### src/rtl/multicycle_control_fsm.sv
// Multi-cycle MIPS-31 control FSM: FETCH/DECODE/EXEC/MEM/WB with IM/DM handshakes.
// Define BUS_TIMEOUT_EN to add a memory-wait timeout that parks the FSM in ERROR.
module multicycle_control_fsm #(
    parameter int TYPE_W         = 31,
    parameter int TIMEOUT_CYCLES = 16,
    parameter int CNT_W          = $clog2(TIMEOUT_CYCLES + 1)
) (
    input  logic              clk,
    input  logic              rst,
    input  logic [31:0]       im_rdata,
    input  logic              im_ack,
    input  logic [TYPE_W-1:0] instruction_type,
    input  logic              z,
    input  logic              dm_ack,
    output logic              im_req,
    output logic [31:0]       instr_reg,
    output logic              pc_we,
    output logic [1:0]        pc_sel,
    output logic              rf_we,
    output logic [1:0]        rf_wsel,
    output logic [1:0]        rf_dsel,
    output logic              alu_asel,
    output logic [1:0]        alu_bsel,
    output logic [3:0]        aluc,
    output logic              dm_cs,
    output logic              dm_we,
    output logic              dm_re,
    output logic [2:0]        state,
    output logic              bus_err
);
    typedef enum logic [2:0] {
        S_FETCH  = 3'd0,
        S_DECODE = 3'd1,
        S_EXEC   = 3'd2,
        S_MEM    = 3'd3,
        S_WB     = 3'd4,
        S_ERROR  = 3'd5
    } state_t;

    state_t            state_q, state_d;
    logic [TYPE_W-1:0] op;
    logic              one_hot, is_branch, is_itype, wait_expired;
    logic [3:0]        aluc_dec;
    logic [1:0]        bsel_dec;
    logic              shamt_dec;

    // Zero-hot or multi-hot decodes collapse to an all-zero op, which runs as a NOP.
    assign one_hot   = (instruction_type != '0) &&
                       ((instruction_type & (instruction_type - TYPE_W'(1))) == '0);
    assign op        = one_hot ? instruction_type : '0;
    assign is_branch = op[25] | op[26];
    assign is_itype  = op[17] | op[18] | op[19] | op[20] | op[21] | op[22] | op[27] | op[28];
    assign shamt_dec = op[10] | op[11] | op[12];
    assign state     = state_q;

    always_comb begin
        aluc_dec = 4'b0000;
        if (op[0] | op[17])                aluc_dec = 4'b0010;
        if (op[2])                         aluc_dec = 4'b0011;
        if (op[3] | op[25] | op[26])       aluc_dec = 4'b0001;
        if (op[4] | op[19])                aluc_dec = 4'b0100;
        if (op[5] | op[20])                aluc_dec = 4'b0101;
        if (op[6] | op[21])                aluc_dec = 4'b0110;
        if (op[7])                         aluc_dec = 4'b0111;
        if (op[8] | op[27])                aluc_dec = 4'b1011;
        if (op[9] | op[28])                aluc_dec = 4'b1010;
        if (op[22])                        aluc_dec = 4'b1000;
        if (op[10] | op[13])               aluc_dec = 4'b1110;
        if (op[11] | op[14])               aluc_dec = 4'b1101;
        if (op[12] | op[15])               aluc_dec = 4'b1100;
        bsel_dec = 2'b00;
        if (op[17] | op[18] | op[27] | op[28] | op[23] | op[24]) bsel_dec = 2'b01;
        if (op[19] | op[20] | op[21] | op[22])                  bsel_dec = 2'b10;
    end

    always_ff @(posedge clk or posedge rst) begin
        if (rst) begin
            state_q   <= S_FETCH;
            instr_reg <= '0;
        end else begin
            state_q <= state_d;
            if (state_q == S_FETCH && im_ack)
                instr_reg <= im_rdata;
        end
    end

`ifdef BUS_TIMEOUT_EN
    logic [CNT_W-1:0] wait_cnt;

    always_ff @(posedge clk or posedge rst) begin
        if (rst)
            wait_cnt <= '0;
        else if (state_d != state_q)
            wait_cnt <= '0;
        else if (state_q == S_FETCH || state_q == S_MEM)
            wait_cnt <= wait_cnt + CNT_W'(1);
    end

    assign wait_expired = (wait_cnt == CNT_W'(TIMEOUT_CYCLES - 1));
    assign bus_err      = (state_q == S_ERROR);
`else
    logic [CNT_W-1:0] unused_timeout;
    assign unused_timeout = CNT_W'(TIMEOUT_CYCLES);
    assign wait_expired   = 1'b0;
    assign bus_err        = 1'b0;
`endif

    always_comb begin
        state_d  = state_q;
        im_req   = 1'b0;
        pc_we    = 1'b0;
        pc_sel   = 2'b00;
        rf_we    = 1'b0;
        rf_wsel  = 2'b00;
        rf_dsel  = 2'b00;
        alu_asel = 1'b0;
        alu_bsel = 2'b00;
        aluc     = 4'b0000;
        dm_cs    = 1'b0;
        dm_we    = 1'b0;
        dm_re    = 1'b0;
        // ALU controls stay valid from EXEC through WB
        if (state_q == S_EXEC || state_q == S_MEM || state_q == S_WB) begin
            aluc     = aluc_dec;
            alu_asel = shamt_dec;
            alu_bsel = bsel_dec;
        end
        case (state_q)
            S_FETCH: begin
                im_req = 1'b1;
                if (im_ack)
                    state_d = S_DECODE;
                else if (wait_expired)
                    state_d = S_ERROR;
            end
            S_DECODE: state_d = S_EXEC;
            S_EXEC: begin
                if (is_branch) begin
                    pc_we   = 1'b1;
                    pc_sel  = ((op[25] & z) | (op[26] & ~z)) ? 2'b01 : 2'b00;
                    state_d = S_FETCH;
                end else if (op[29]) begin
                    pc_we   = 1'b1;
                    pc_sel  = 2'b10;
                    state_d = S_FETCH;
                end else if (op[16]) begin
                    pc_we   = 1'b1;
                    pc_sel  = 2'b11;
                    state_d = S_FETCH;
                end else if (op[23] | op[24]) begin
                    state_d = S_MEM;
                end else begin
                    state_d = S_WB;
                end
            end
            S_MEM: begin
                dm_cs = 1'b1;
                dm_re = op[23];
                dm_we = op[24];
                if (dm_ack) begin
                    if (op[24]) begin
                        pc_we   = 1'b1;
                        state_d = S_FETCH;
                    end else begin
                        state_d = S_WB;
                    end
                end else if (wait_expired) begin
                    state_d = S_ERROR;
                end
            end
            S_WB: begin
                pc_we   = 1'b1;
                rf_we   = one_hot;
                pc_sel  = op[30] ? 2'b10 : 2'b00;
                rf_wsel = op[30] ? 2'b10 : ((is_itype | op[23]) ? 2'b01 : 2'b00);
                rf_dsel = op[23] ? 2'b01 : (op[30] ? 2'b10 : 2'b00);
                state_d = S_FETCH;
            end
            S_ERROR: state_d = S_ERROR;
            default: state_d = S_FETCH;
        endcase
    end
endmodule

### config.mk
export PLATFORM = sky130hd
export DESIGN_NAME = multicycle_control_fsm
export DESIGN_NICKNAME = d
export VERILOG_FILES = /design/src/rtl/multicycle_control_fsm.sv
export SDC_FILE = /design/constraint.sdc
export NUM_CORES = 1
export LEC_CHECK = 0
export CORE_MARGIN = 2
export CORE_UTILIZATION = 40
export DETAILED_ROUTE_END_ITERATION = 8
export PLACE_DENSITY = 0.81
export SYNTH_ARGS = -nofsm -noshare
export SYNTH_HDL_FRONTEND = slang
export SYNTH_SLANG_ARGS = --single-unit
### constraint.sdc
create_clock -name clk -period 3.1 [get_ports clk]
set_clock_uncertainty 0.2 [all_clocks]
set_input_delay 0.31 -clock clk [delete_from_list [all_inputs] [get_ports clk]]
set_output_delay 0.31 -clock clk [all_outputs]
set_load 0.01 [all_outputs]
==> flow_metrics.tcl <==
set metrics [dict create \
    hold_path.class "in2async" \
    synth_fa_ha_area_frac 0.01256 \
    syn_inst 230 \
    p_switching_uw 980.1 \
    fin_area_sq_um 4718 \
    slew_headroom 0.5276 \
    synth-edff-count 0 \
    dpl.hpwl_microns 7135 \
    finalPower_mw 2.661 \
    dp_slack_ns -0.9918 \
    clk_latency_ns 0.28 \
    syn_to_final_growth_pct 97.33 \
    clk_pin_slew_ns 0.07 \
    rsz0062_at_grt "yes" \
    path_max_fanout 7 \
    p_seq_frac 0.317 \
    p_per_area_nw_per_um2 564.0 \
    worstSetupPathType "in2out" \
    grt_pass1_wl_microns 16010 \
    synthXorXnorAreaFrac 0.003663 \
    synth.area.top_cells "dfrtp_1 37%, mux2_2 15%, nor3_1 3.6%, nor4_4 2.7%, nor2_1 2.5%" \
    status "finished with violations" \
    arrival_ns 2.99 \
    final_nets 515 \
    yosys_warnings 0 \
    io_buffers 121 \
    min_period_ns 3.502 \
    routabilityCongestion 0.9957 \
    failed_checks "negative setup slack" \
    dieArea_sq_um 6612 \
    rows 28 \
    vdd_drop_max_mv 0.6214 \
    grt_max_degree 36 \
    largest_reg_flops 32 \
    clockRootBuffer "clkbuf_8" \
    yosysUniqueCellTypes 54 \
    maxCapViolations 0 \
    drtPass1Iterations 7 \
    die_h_microns 81.32 \
    start_util 0.4087 \
    worst_pin_slew_ns 0.6907 \
    vias 3242 \
    yosysTopAreaCell "dfrtp_1" \
    drt_wl_total_microns 12110 \
    synth_mux_area_frac 0.1549 \
    post_route_cells_drive_above_1_share 0.4888 \
    final-hold-violation-count 0 \
    crit_required_ns 2.59 \
    end_kind "output port" \
    fin_crit_sh 1.130 \
    syn_area_sq_um 2391 \
    ys_seq_area_frac 0.3663 \
    p_int_mw 1.681 \
    path_cells "clkdlybuf4s15_1, nor3_2, buf_4, nand4b_4, buf_6, buf_4, o31ai_4, a41oi_4, nor4_4, nand2_4, buf_6, buf_6, a211oi_4, buf_2" \
    synth_top_flop_cell "dfrtp_1" \
    fmax_mhz 285.5 \
    io_pins 123 \
    wl_per_cell_microns 23.15 \
    vias_per_cell 6.199 \
    synth-compound-area-share 0.1528 \
    tritoncts "built" \
    avgSynthCellArea_sq_um 10.40 \
    swShare 0.3683 \
    synth_top_area_frac 0.3663 \
    clockBufferDepth 2 \
    antenna_cells 0 \
    clkPwrFrac 0.121 \
    drt_iter0_markers 489 \
    htreeDepth 2 \
    antenna_found_initial 0 \
    drc 0 \
    slowest_delay_ns 0.30 \
    overflow 0 \
    comb_power_share 0.562 \
    ys_ff_latch 35 \
    cts.sinks 35 \
    slowest_stage "o31ai_4" \
    grt_pass1_vias 3073 \
    track_usage 0.3217 \
    crit_top_cell "buf_6" \
    yosys.area_share.simple 0.2763 \
    setup-tns-final_ns -4.726 \
    crit_path_start_kind "input port" \
    numCtsBuffers 5 \
    p_leak_nw 2.014 \
    core_sq_um 5851 \
    maxSlewViolCount 0 \
    synth_top_family_by_area "simple AND/OR/NAND/NOR gates" \
    die_w_microns 81.32 \
    utilization 0.8065 \
    synth-async-reset-ratio 1.000 \
    worst_slack_ns -0.4020 \
    ant_nets 0 \
    synth_fp_nets 298 \
    finalSetupViolations 17 \
    postPlaceCellArea_sq_um 4195 \
]
==> routing by layer <==
layer	track usage	up-vias	share of wire
met5	0	-	0
met1	0.3908	1516	0.35
li1	-	1329	-
met2	0.5500	295	0.48
met3	0.07889	102	0.094
met4	0.1186	0	0.071
==> stage by stage <==
step                      hold slack [ns]  std cells
after floorplan                    0.2617        230
after global placement             0.2882        490
after detailed placement           0.2963        490
after CTS                          0.2559        510
after global routing               0.2871        523
final                              0.2426        523
==> power groups by stage <==
stage	Sequential [mW]	Clock, mW	Combinational (mW)
final	0.843	0.322	1.50
after global routing	0.869	0.345	1.57
after CTS	0.836	0.322	1.43
after detailed placement	0.835	0	1.40
after global placement	0.810	0	1.37
after floorplan	0.930	0	0.491
==> critical path, delay by kind of cell <==
kind	cells	cell delay [ns]
simple gates	4	0.80
buf+inv	7	1.15
compound gates	3	0.72
==> cell families after synthesis <==
kind of cell / after synthesis
flops: 35
xor+xnor: 1
buf+inv: 17
mux: 33
other cells: 1
compound gates: 44
fa+ha+maj: 3
simple gates: 96
==> cell usage after synthesis, drive strengths merged, types with 2 or more instances <==
cell type,instances
dfrtp,35
mux2,32
nor3,22
nor2,16
nor4,13
inv,10
nand2,8
a31oi,7
nand3,7
o31ai,7
nand4,6
o21ai,6
a211oi,5
or3,5
a2111oi,4
buf,4
o22ai,4
or2,4
clkbuf,3
maj3,3
nand2b,3
nor4b,3
o41ai,3
a21oi,2
a311oi,2
and2,2
nand3b,2
nand4b,2
nor2b,2
==> path summary, 6_finish.rpt <==
check / startpoint / to / slack (ns) / cells past startpoint
setup / recovery: instruction_type[7] / pc_sel[0] / -0.40 / 14
hold / removal: rst / instr_reg[1]$_DFFE_PP0P_ / 0.24 / 3
setup reg to reg: state[1]$_DFFE_PP0P_ / instr_reg[14]$_DFFE_PP0P_ / 1.16 / 4
hold reg to reg: instr_reg[25]$_DFFE_PP0P_ / instr_reg[25]$_DFFE_PP0P_ / 0.31 / 1
max in group asynchronous: rst / instr_reg[29]$_DFFE_PP0P_ / 2.15 / 3
min in group clk: instr_reg[25]$_DFFE_PP0P_ / instr_reg[25]$_DFFE_PP0P_ / 0.31 / 1
==> cell type report <==
type | count | area [sq um]
sequential | 35 | 875.8
timing repair buffer | 217 | 1861
inverter | 10 | 37.54
clock inverter | 1 | 5.005
clock buffer | 7 | 76.32
tap | 75 | 93.84
fill | 326 | 1132
multi-input combinational | 178 | 1769
==> what timing repair did <==
action / CTS / global route
hold buffers: 0 / 0
pin swaps: 28 / 10
cloned: 0 / 0
resized for setup: 164 / 34
endpoints found under the setup margin: 17 / 17
buffers inserted: 12 / 15
==> placed cells by master (no fill, tap or decap), drive strengths merged, types with 2 or more instances in the layout <==
| cell type | instances |
|---|---|
| nand2b | 3 |
| or2 | 4 |
| and2 | 2 |
| clkdlybuf4s50 | 75 |
| clkdlybuf4s15 | 6 |
| nor4 | 13 |
| nor2 | 16 |
| a311oi | 2 |
| o22ai | 4 |
| clkbuf | 13 |
| inv | 10 |
| a31oi | 7 |
| o41ai | 3 |
| nand4b | 2 |
| a21oi | 2 |
| dlygate4sd2 | 13 |
| nor3 | 22 |
| a2111oi | 4 |
| mux2 | 32 |
| nor4b | 3 |
| nand2 | 8 |
| nand3b | 2 |
| o31ai | 7 |
| maj3 | 3 |
| buf | 117 |
| dfrtp | 35 |
| a211oi | 5 |
| or3 | 5 |
| nor2b | 2 |
| o21ai | 6 |
| nand4 | 6 |
| nand3 | 7 |
(Power assumes the default switching activity.)
